File: config.mk
export PLATFORM = sky130hd
export DESIGN_NAME = spad_seq_ctrl
export DESIGN_NICKNAME = d
export VERILOG_FILES = /design/src/rtl/spad_seq_ctrl.sv
export SDC_FILE = /design/constraint.sdc
export NUM_CORES = 1
export LEC_CHECK = 0
export ABC_CLOCK_PERIOD_IN_PS = 5400
export CORE_AREA = 8 8 102 104
export CTS_CLUSTER_DIAMETER = 100
export DETAILED_ROUTE_END_ITERATION = 10
export DIE_AREA = 0 0 110 112
export DONT_BUFFER_PORTS = 1
export SKIP_CTS_REPAIR_TIMING = 1
export SKIP_LAST_GASP = 1
export SLEW_MARGIN = 10
export SYNTH_ARGS = -nofsm -noshare
export SYNTH_HDL_FRONTEND = slang
export SYNTH_SLANG_ARGS = --single-unit
export TNS_END_PERCENT = 30
File: constraint.sdc
create_clock -name clk -period 5.4 [get_ports clk]
set_input_delay 1.35 -clock clk [delete_from_list [all_inputs] [get_ports clk]]
set_output_delay 1.35 -clock clk [all_outputs]
set_load 0.05 [all_outputs]
File: src/rtl/spad_seq_ctrl.sv
// Kernel-row scratchpad sequencer: steers load beats into FIFO lines, then
// drains the lines column by column and flags each complete column.
module spad_seq_ctrl #(
   parameter int KERNEL_SIZE    = 5,
   parameter int FEATURE_WIDTH  = 16,
   parameter int DATA_BUS_WIDTH = 128,
   parameter int BEATS_PER_LINE = 1,
   parameter int RD_LAT         = 1
) (
   input  logic                      clk,
   input  logic                      rst,
   input  logic                      start,
   input  logic                      in_valid,
   output logic                      in_ready,
   input  logic [DATA_BUS_WIDTH-1:0] in_data,
   output logic                      spad_wr_en,
   output logic [3:0]                spad_wr_line,
   output logic [DATA_BUS_WIDTH-1:0] spad_wr_data,
   output logic                      spad_rd_en,
   output logic [3:0]                spad_rd_line,
   input  logic                      spad_group_empty,
   input  logic                      spad_group_full,
   output logic                      col_valid,
   output logic                      busy,
   output logic                      done
);

   localparam int ELEMS  = BEATS_PER_LINE * DATA_BUS_WIDTH / FEATURE_WIDTH;
   localparam int BEAT_W = (BEATS_PER_LINE > 1) ? $clog2(BEATS_PER_LINE) : 1;
   localparam int ELEM_W = (ELEMS > 1) ? $clog2(ELEMS) : 1;

   localparam logic [3:0]        LAST_LINE = 4'(KERNEL_SIZE - 1);
   localparam logic [BEAT_W-1:0] LAST_BEAT = BEAT_W'(BEATS_PER_LINE - 1);
   localparam logic [ELEM_W-1:0] LAST_ELEM = ELEM_W'(ELEMS - 1);
   localparam logic [RD_LAT-1:0] PIPE_TOP  = RD_LAT'(1) << (RD_LAT - 1);

   typedef enum logic [1:0] {
      S_IDLE,
      S_FILL,
      S_DRAIN,
      S_FLUSH
   } state_e;

   state_e              state_q,    state_d;
   logic [3:0]          line_cnt_q, line_cnt_d;
   logic [BEAT_W-1:0]   beat_cnt_q, beat_cnt_d;
   logic [ELEM_W-1:0]   elem_cnt_q, elem_cnt_d;
   logic [RD_LAT-1:0]   col_pipe_q, col_pipe_d;
   logic                col_issue;

   // NOTE: synchronous reset lives inside the clocked block; state updates use <= only.
   always_ff @(posedge clk) begin
      if (rst) begin
         state_q    <= S_IDLE;
         line_cnt_q <= '0;
         beat_cnt_q <= '0;
         elem_cnt_q <= '0;
         col_pipe_q <= '0;
      end else begin
         state_q    <= state_d;
         line_cnt_q <= line_cnt_d;
         beat_cnt_q <= beat_cnt_d;
         elem_cnt_q <= elem_cnt_d;
         col_pipe_q <= col_pipe_d;
      end
   end

   assign spad_wr_data = in_data;
   assign busy         = (state_q != S_IDLE);
   assign col_valid    = col_pipe_q[RD_LAT-1];

   // The final column leaves the pipe with nothing queued behind it.
   assign done = (state_q == S_FLUSH) && col_valid && ((col_pipe_q & ~PIPE_TOP) == '0);

   // Shift toward the output every cycle; truncation drops the bit just emitted.
   assign col_pipe_d = RD_LAT'({col_pipe_q, col_issue});

   // NOTE: every output of this block gets a default first, so no path infers a latch.
   always_comb begin
      state_d      = state_q;
      line_cnt_d   = line_cnt_q;
      beat_cnt_d   = beat_cnt_q;
      elem_cnt_d   = elem_cnt_q;
      in_ready     = 1'b0;
      spad_wr_en   = 1'b0;
      spad_wr_line = '0;
      spad_rd_en   = 1'b0;
      spad_rd_line = '0;
      col_issue    = 1'b0;

      unique case (state_q)
         S_IDLE: begin
            if (start) begin
               state_d    = S_FILL;
               line_cnt_d = '0;
               beat_cnt_d = '0;
               elem_cnt_d = '0;
            end
         end

         S_FILL: begin
            in_ready     = !spad_group_full;
            spad_wr_line = line_cnt_q;
            if (in_valid && !spad_group_full) begin
               spad_wr_en = 1'b1;
               if (beat_cnt_q == LAST_BEAT) begin
                  beat_cnt_d = '0;
                  if (line_cnt_q == LAST_LINE) begin
                     line_cnt_d = '0;
                     state_d    = S_DRAIN;
                  end else begin
                     line_cnt_d = line_cnt_q + 4'd1;
                  end
               end else begin
                  beat_cnt_d = beat_cnt_q + 1'b1;
               end
            end
         end

         S_DRAIN: begin
            spad_rd_line = line_cnt_q;
            if (!spad_group_empty) begin
               spad_rd_en = 1'b1;
               if (line_cnt_q == LAST_LINE) begin
                  line_cnt_d = '0;
                  col_issue  = 1'b1;
                  if (elem_cnt_q == LAST_ELEM) begin
                     elem_cnt_d = '0;
                     state_d    = S_FLUSH;
                  end else begin
                     elem_cnt_d = elem_cnt_q + 1'b1;
                  end
               end else begin
                  line_cnt_d = line_cnt_q + 4'd1;
               end
            end
         end

         S_FLUSH: begin
            if (done) begin
               state_d = S_IDLE;
            end
         end

         default: state_d = S_IDLE;
      endcase
   end

endmodule

# == Word-level counts from Yosys, hierarchy flattened ==
# Cells that the tools add are included.
# totals
in_bits,134
regBits,11
out_inout_bits,142
# op_classes
bitwise,1
n_addsub,3
mux,32
reduce_logical,13
eq_ne,13
# op_table
operator,count
$mux 4,7
$mux 2,8
$ne 2x2->1 const B,8
$mux 3,4
$pmux 4 s3,1
$mux 1,9
$pmux 2 s4,1
$reduce_and 8->1,1
$pmux 3 s2,1
$reduce_bool 2->1,3
$reduce_and 5->1,1
$add 4x1->4 const B,1
$eq 2x2->1 const B,2
$eq 4x3->1 const B,1
$reduce_and 4->1,1
$add 3x1->3 const B,1
$eq 3x3->1 const B,1
$reduce_and 3->1,1
$reduce_bool 3->1,1
$reduce_or 3->1,1
$eq 2x1->1 const B,1
$logic_and 1x1->1,2
$logic_not 2->1,1
$pmux 1 s2,1
3 further kinds,3

# == Depth between registers and ports, before layout ==
# logic_depth
depth_word,5
mapped_depth,6
mapped_depth_nobuf,6

# == Worst setup path before layout ==
# OpenSTA, ideal clock, no wires.
# synth_path
kind,input -> output
start,in spad_group_full
end,out spad_wr_en
n_path_buf,0
stages,2
required_time_ns,4.050
t_arrival_ns,2.221
path_slack_ns,1.829
cell_sequence,nand2b_1 nor2_1
# synth_between
elab_chain_len,4
# synth_lines
item,line_no,text
from (decl),22,"input logic spad_group_full,"
$logic_not 1->1,104,if (in_valid && !spad_group_full) begin
$logic_and 1x1->1,104,
$mux 1,104,
$mux 1,91,unique case (state_q)
to (decl),16,"output logic spad_wr_en,"
# No other way between the ends.

# == Final worst setup path ==
# Same ends and word-level chain as after synthesis.

==> results.json <==
{
  "grt_util_met2": 0.07797,
  "routed_wl_um": 3481,
  "drtIter0Drc": 32,
  "yosysWarningCount": 0,
  "synthAdderAreaFrac": 0.07380,
  "grtUsageMet3": 0.05084,
  "tightestPinTransition_ns": 0.9516,
  "synth.avg_cell_area_um2": 7.777,
  "worstReg2RegStart": "state_q[0]",
  "pre_cts_ws_ns": 1.784,
  "crit_family": "simple AND/OR/NAND/NOR gates",
  "synthArstFlopShare": 0,
  "hold_path_class": "reg2reg",
  "placed_cell_area_um2": 869.6,
  "hold_viol": 0,
  "clock_sinks": 10,
  "yosysUniqueCellTypes": 29,
  "layout_common_cells": "ha_1, dfxtp_1, nor2_1, inv_1, a21oi_1",
  "synthSimpleGateAreaFrac": 0.1351,
  "hold_depth": 2,
  "synthTopCellsByArea": "buf_4, dfxtp_1, ha_1, a21oi_1, nor2_1",
  "final_core_util": 0.1040,
  "wire_per_inst_um": 17.06,
  "layout-drive-gt1-share": 0.09677,
  "vias_per_cell": 3.809,
  "max_cap_viol_count": 0,
  "clkTransAtPathRegs_ns": 0.05,
  "cts_max_level": 1,
  "ioPinCount": 276,
  "ant_nets": 0,
  "synth_top_area_share": 0.5668,
  "place_inst": 200,
  "stdcell_count": 204,
  "die_x_um": 110,
  "busiest_layer": "met4",
  "fmax_ghz": 0.2776,
  "yosys.area.top_type": "buf_4",
  "syn_area_um2": 1695,
  "reg2reg_setup_slack_ns": 3.51,
  "power_density_nw_per_um2": 454.0,
  "setup_viol": 0,
  "cts_tree": "built",
  "antenna_found_initial": 0,
  "clk_latency_ns": 0.24,
  "crit_chain": "nand2b_1, nor2_1",
  "crit_buf_inv": 0,
  "grt_pass1_wl_um": 5119,
  "cp_max_fo": 4,
  "rsz0062_at_grt": "no",
  "initial_core_util": 0.1907,
  "synth-compound-area-share": 0.07454,
  "status": "complete, no violations",
  "reg2reg_depth": 6,
  "synth_cells": 218,
  "worstHoldEndpoint": "line_cnt_q[1]",
  "grt_max_degree": 10,
  "synth-main-ff-cell": "dfxtp_1",
  "max_stage_delay_ns": 0.70,
  "coreArea_um2": 8890,
  "gp_congestion": 0.7711,
  "fin_area_um2": 924.6,
  "arrival_ns": 2.25,
  "antenna_cells": 0,
  "synth_top_family_by_area": "buffers and inverters",
  "via_count": 777,
  "cts_root_buffer": "clkbuf_8",
  "synth_enable_flop_cells": 0,
  "fp-row-count": 35,
  "finalSetupTns_ns": 0,
  "path_depth": 2,
  "first_pass_iters": 4,
  "layout.nets": 238,
  "synth_fp_nets": 362,
  "port_buffers": 0,
  "power.leakage_nw": 0.3242,
  "crit_required_ns": 4.05,
  "ys_seq_area_frac": 0.1181,
  "cts_buffers": 3,
  "die_h_um": 112,
  "cp-start-kind": "primary input",
  "synth_mux_area_frac": 0.01181,
  "slowest_stage": "nor2_1",
  "relSlewSlack": 0.3633,
  "peakVddDrop_v": 0.00008425,
  "slew_viol_final": 0,
  "grt_pass1_vias": 873,
  "grt_use_total": 0.05707,
  "fillCellCount": 1013,
  "worstHoldStart": "line_cnt_q[1]",
  "end_kind": "output port",
  "rr_endpoint": "elem_cnt_q[0]",
  "areaGrowthSynthToFinish_pct": -45.46,
  "timing.final.crit_share": 0.6672,
  "clock_path_buffers": 2,
  "use_met1": 0.03877,
  "critical_path_class": "in2out",
  "gr-total-overflow": 0,
  "skew_ns": 0.0004164,
  "hpwl_um": 2875,
  "synth-seq-cells": 10,
  "setup_slack_ns": 1.797,
  "synth_xor_area_frac": 0,
  "final.min_clock_period_ns": 3.603,
  "drc": 0,
  "die_area_um2": 12320
}
area by class of cell:
type | instances | area, um2 | area share
inverters | 8 | 30.03 | 0.03248
multi-input cells | 71 | 500.5 | 0.5413
clock buffers | 4 | 55.05 | 0.05954
flip-flops and latches | 10 | 200.2 | 0.2165
well taps | 111 | 138.9 | 0.1502
cells by family (layout without fill, tap and decap cells):
| group | Yosys count | in the layout |
|---|---|---|
| and+or+nand+nor | 41 | 41 |
| buffers and inverters | 137 | 12 |
| DFF | 10 | 10 |
| muxes | 2 | 2 |
| adders and majority gates | 10 | 10 |
| AOI/OAI and AO/OA | 18 | 18 |
per-stage QoR:
| step | hold WS [ns] | total power (W) |
|---|---|---|
| floorplan | 0.4575 | 0.0005355 |
| global placement | 0.4686 | 0.0003232 |
| detailed placement | 0.4807 | 0.0003256 |
| CTS | 0.4872 | 0.0004243 |
| global route | 0.5101 | 0.0004541 |
| finish | 0.4870 | 0.0004198 |
worst max-delay path by stage:
stage	end	slack, ns	start
2_1_floorplan	spad_wr_en	1.83	spad_group_full
3_3_place_gp	spad_wr_en	1.79	spad_group_full
3_5_place_dp	spad_wr_en	1.78	spad_group_full
4_1_cts	spad_wr_en	1.78	spad_group_full
5_1_grt	spad_wr_en	1.76	spad_group_full
6_report	spad_wr_en	1.80	spad_group_full
sequential cells by signal (all words and copies together) (netlist names):
name	flops
line_cnt_q	4
state_q	2
col_valid	1
elem_cnt_q	3
report_power, final:
| part | switching (W) | total (W) | internal [W] | leakage (nW) |
|---|---|---|---|---|
| registers | 0.0000136 | 0.0000984 | 0.0000848 | 0.0810 |
| logic | 0.000151 | 0.000225 | 0.0000741 | 0.214 |
| clock network | 0.0000324 | 0.0000967 | 0.0000643 | 0.0288 |
| total | 0.000197 | 0.000420 | 0.000223 | 0.324 |
per-layer routing:
layer | wire length, um | part of all wire | up-vias
li1 | - | - | 317
met1 | 914 | 0.26 | 341
met2 | 1547 | 0.44 | 66
met3 | 648 | 0.19 | 53
met4 | 370 | 0.11 | 0
met5 | 0 | 0 | -
cell usage after synthesis, drive strengths merged (2+ instances only):
cell and number:
nor2b 2, buf 128, a21oi 8, inv 8, nand2b 3, and2 7
ha 10, o21ai 5, nor3 2, nor2 9, mux2i 2, nand3 6
dfxtp 10, nand2 5
(Power assumes the default switching activity.)
==> RTL change 1: new RTL, config.mk and constraints unchanged <==
Make the reset (`rst`) asynchronous in one clocked block. Comments in the files are not updated.
--- a/src/rtl/spad_seq_ctrl.sv
+++ b/src/rtl/spad_seq_ctrl.sv
@@ -51,3 +51,3 @@
    // NOTE: synchronous reset lives inside the clocked block; state updates use <= only.
-   always_ff @(posedge clk) begin
+   always_ff @(posedge clk or posedge rst) begin
       if (rst) begin
Formal check against the unedited RTL: differs if rst is asserted again (counterexample within 4 cycles, from zero or initial values and one cycle with rst high); with rst held inactive, the same outputs for 10 cycles.
==> RTL change 1 against the unedited design <==
  * Design area up 5.3%
  * Sequential cell count unchanged
  * Area after synthesis up 2.2%
  * Final cell count down 3.9%
  * Worst setup slack better by 150 ps
  * Sequential share of layout area up 4.1 points
  * Critical endpoint unchanged
  * Wire length up 1.8%
Power is not compared: it rests on default switching activity, and its combinational part moved more than twofold at a synthesized area within 25%.
==> RTL change 1: results (changes against the unedited design) <==
metric;value;unit;change
ys flop type;dfrtp_1;;
Final Routed Wirelength;3.542;mm;+1.8%
grt met2 use;0.08437;;+0.006397
Slowest cell on crit path;and2_1;;
vias;717;;-7.7%
Routed met2 length;1.713;mm;+11%
Yosys cell types;25;;-14%
CP peak stage delay;460;ps;-240 ps
hold slack;529.9;ps;+42.87 ps
Data arrival, critical path;2100;ps;-150 ps
met1 WL;742;µm;-19%
GPL Wtd Cong;0.7000;;-9.2%
status;complete, no violations;;
DP HPWL;2.972;mm;+3.4%
layout cells sized above 1;0.09412;;-0.002657
Avg Inst Size Synth;8.331;µm²;+7.1%
Clock Skews;3.294;ps;+2.878 ps
max_cap viols;0;;unchanged
synth top area cells;buf_4, dfrtp_1, ha_1;;
placed cell area;918.4;µm²;+5.6%
first-pass GRT wire length;5.023;mm;-1.9%
Net count, final;232;;-2.5%
synth cell count leaders;buf_4, and2_1, ha_1;;
HP Start;elem_cnt_q[1]$_DFFE_PP0P_;;
Hold Path End;elem_cnt_q[1]$_DFFE_PP0P_;;
post-DR vias/cell;3.658;;-4.0%
worst slew pin tran;986.0;ps;+34.47 ps
met1 global-route usage;0.03320;;-0.005575
pre-CTS setup slack;1940;ps;+156.1 ps
placed cells;192;;-4.0%
pin count of the biggest net entering global routing;11;;+1
Crit Reg-Reg Endpoint;line_cnt_q[3]$_DFFE_PP0P_;;
GRT Total Usage;0.05634;;-0.0007279
Final min period;3454;ps;-149.2 ps
Syn Nets;354;;-2.2%
post-synthesis mux area share;0.03538;;+0.02357
## RTL change 1: changes by cell type after synthesis, moves of 3 or more
| cell | change |
|---|---|
| dfrtp_1 | +10 |
| mux2i_1 | +3 |
| nand3_1 | -5 |
| dfxtp_1 | -10 |
| and2_1 | +8 |
| nor2_1 | -7 |
| a21oi_1 | -8 |
## RTL change 1: area by class of cell
cell class / instances / area (µm²)
clock buffers: 4 / 55.05
fillers: 1025 / 7916
inverters: 9 / 33.78
multi-input cells: 61 / 488.0
flip-flops and latches: 10 / 250.2
well taps: 111 / 138.9
repair buffers: 1 / 7.507
## RTL change 1: power by group through the flow
stage          clock network (W)    logic, W  registers [W]
2_1_floorplan                  0    0.000257      0.0000763
3_3_place_gp                   0  0.00000210      0.0000763
3_5_place_dp                   0  0.00000228      0.0000763
4_1_cts                 0.000102  0.00000228      0.0000750
5_1_grt                 0.000106  0.00000257      0.0000749
6_report               0.0000986  0.00000207      0.0000750
==> RTL change 2: new RTL, same flow settings <==
Without the edit above. `RD_LAT`: 1 -> 2.
--- a/src/rtl/spad_seq_ctrl.sv
+++ b/src/rtl/spad_seq_ctrl.sv
@@ -7,3 +7,3 @@
    parameter int BEATS_PER_LINE = 1,
-   parameter int RD_LAT         = 1
+   parameter int RD_LAT         = 2
 ) (
Formal check against the unedited RTL: no difference found for any inputs over 10 cycles, from zero or initial values and one cycle with rst high; that may be too few to reach the edited logic, so the function may still have changed.
==> RTL change 2 against the unedited design <==
  * Hold slack got worse by 31 ps
  * Design area up 2.6%
  * Area after synthesis increased by 2.2%
  * Wire length down 9.2%
  * Combinational power up 11%
  * Total power increased by 3.5%
  * Sequential cell count is 1 higher
  * Worst setup slack gained 79 ps
  * Synthesized cell count did not move
==> RTL change 2: results (changes against the unedited design) <==
metric;value;unit;change
status;complete, no violations;;
grt met2 use;0.08037;;+0.002399
DP HPWL;2.674;mm;-7.0%
Yosys cell types;32;;+10%
placed cells;199;;-0.50%
biggest regs;line_cnt_q (4), elem_cnt_q (3);;
Initial DRC Count;50;;+56%
Net count, final;235;;-1.3%
Filler cells;1009;;-0.39%
first-pass GRT wire length;4.636;mm;-9.4%
Seq/Total Area, Yosys;0.1271;;+0.008995
Final Routed Wirelength;3.160;mm;-9.2%
Seq group;0.000104;W;+6%
Power Total;0.0004345;W;+3.5%
Routed wire per std cell;15.57;µm;-8.8%
layout cells sized above 1;0.09783;;+0.001052
clock network fraction of total power;0.186;;-0.044
synth cell count leaders;buf_4, dfxtp_1, and2_1, nor2_1, ha_1;;
Data arrival, critical path;2170;ps;-80 ps
worst slew pin tran;997.7;ps;+46.10 ps
adder-cell share of the synthesized area;0.05776;;-0.01604
first-pass iteration count of the detailed router;3;;-1
M3 GR Usage;0.03466;;-0.01618
CP peak stage delay;680;ps;-20 ps
Syn Nets;360;;-0.55%
layout overhead on the synthesized area;-45.27;%;
multi-input gates;70;;-1.4%
synth top area cells;buf_4, dfxtp_1, ha_1;;
Seq/total area;0.2322;;+0.01568
post-DR vias/cell;3.882;;+1.9%
GRT Total Usage;0.05039;;-0.006680
switching share of power;0.4805;;+0.01232
post-synthesis mux area share;0.005776;;-0.006032
Non-clk invs;7;;-1
Lkg Pwr;0.3201;nW;-1.3%
pin count of the biggest net entering global routing;12;;+2
pre-CTS setup slack;1868;ps;+83.27 ps
Avg Inst Size Synth;7.949;µm²;+2.2%
RTL change 2: changes by cell type after synthesis, moves of 2 or more:
| cell | delta |
|---|---|
| nand2_1 | -3 |
| ha_1 | -2 |
| nand3_1 | -3 |
| and2_1 | +5 |
| a32o_1 | +2 |
| nor2b_1 | +2 |
| and2_2 | -2 |
| o21ai_1 | +2 |
RTL change 2: worst paths after layout:
path | start | to | slack (ps) | cells past startpoint
setup / recovery | spad_group_full | spad_wr_en | 1880 | 2
hold / removal | col_pipe_q[0]$_SDFF_PP0_ | col_pipe_q[1]$_SDFF_PP0_ | 460 | 1
setup reg to reg | state_q[0]$_SDFFE_PP0P_ | line_cnt_q[2]$_SDFFE_PP0P_ | 3490 | 6
hold reg to reg | col_pipe_q[0]$_SDFF_PP0_ | col_pipe_q[1]$_SDFF_PP0_ | 460 | 1
RTL change 2: layer usage:
layer | vias to the layer above | share of wire
met3 | 60 | 0.14
met2 | 68 | 0.50
li1 | 318 | -
met4 | 0 | 0.14
met5 | - | 0
met1 | 342 | 0.21
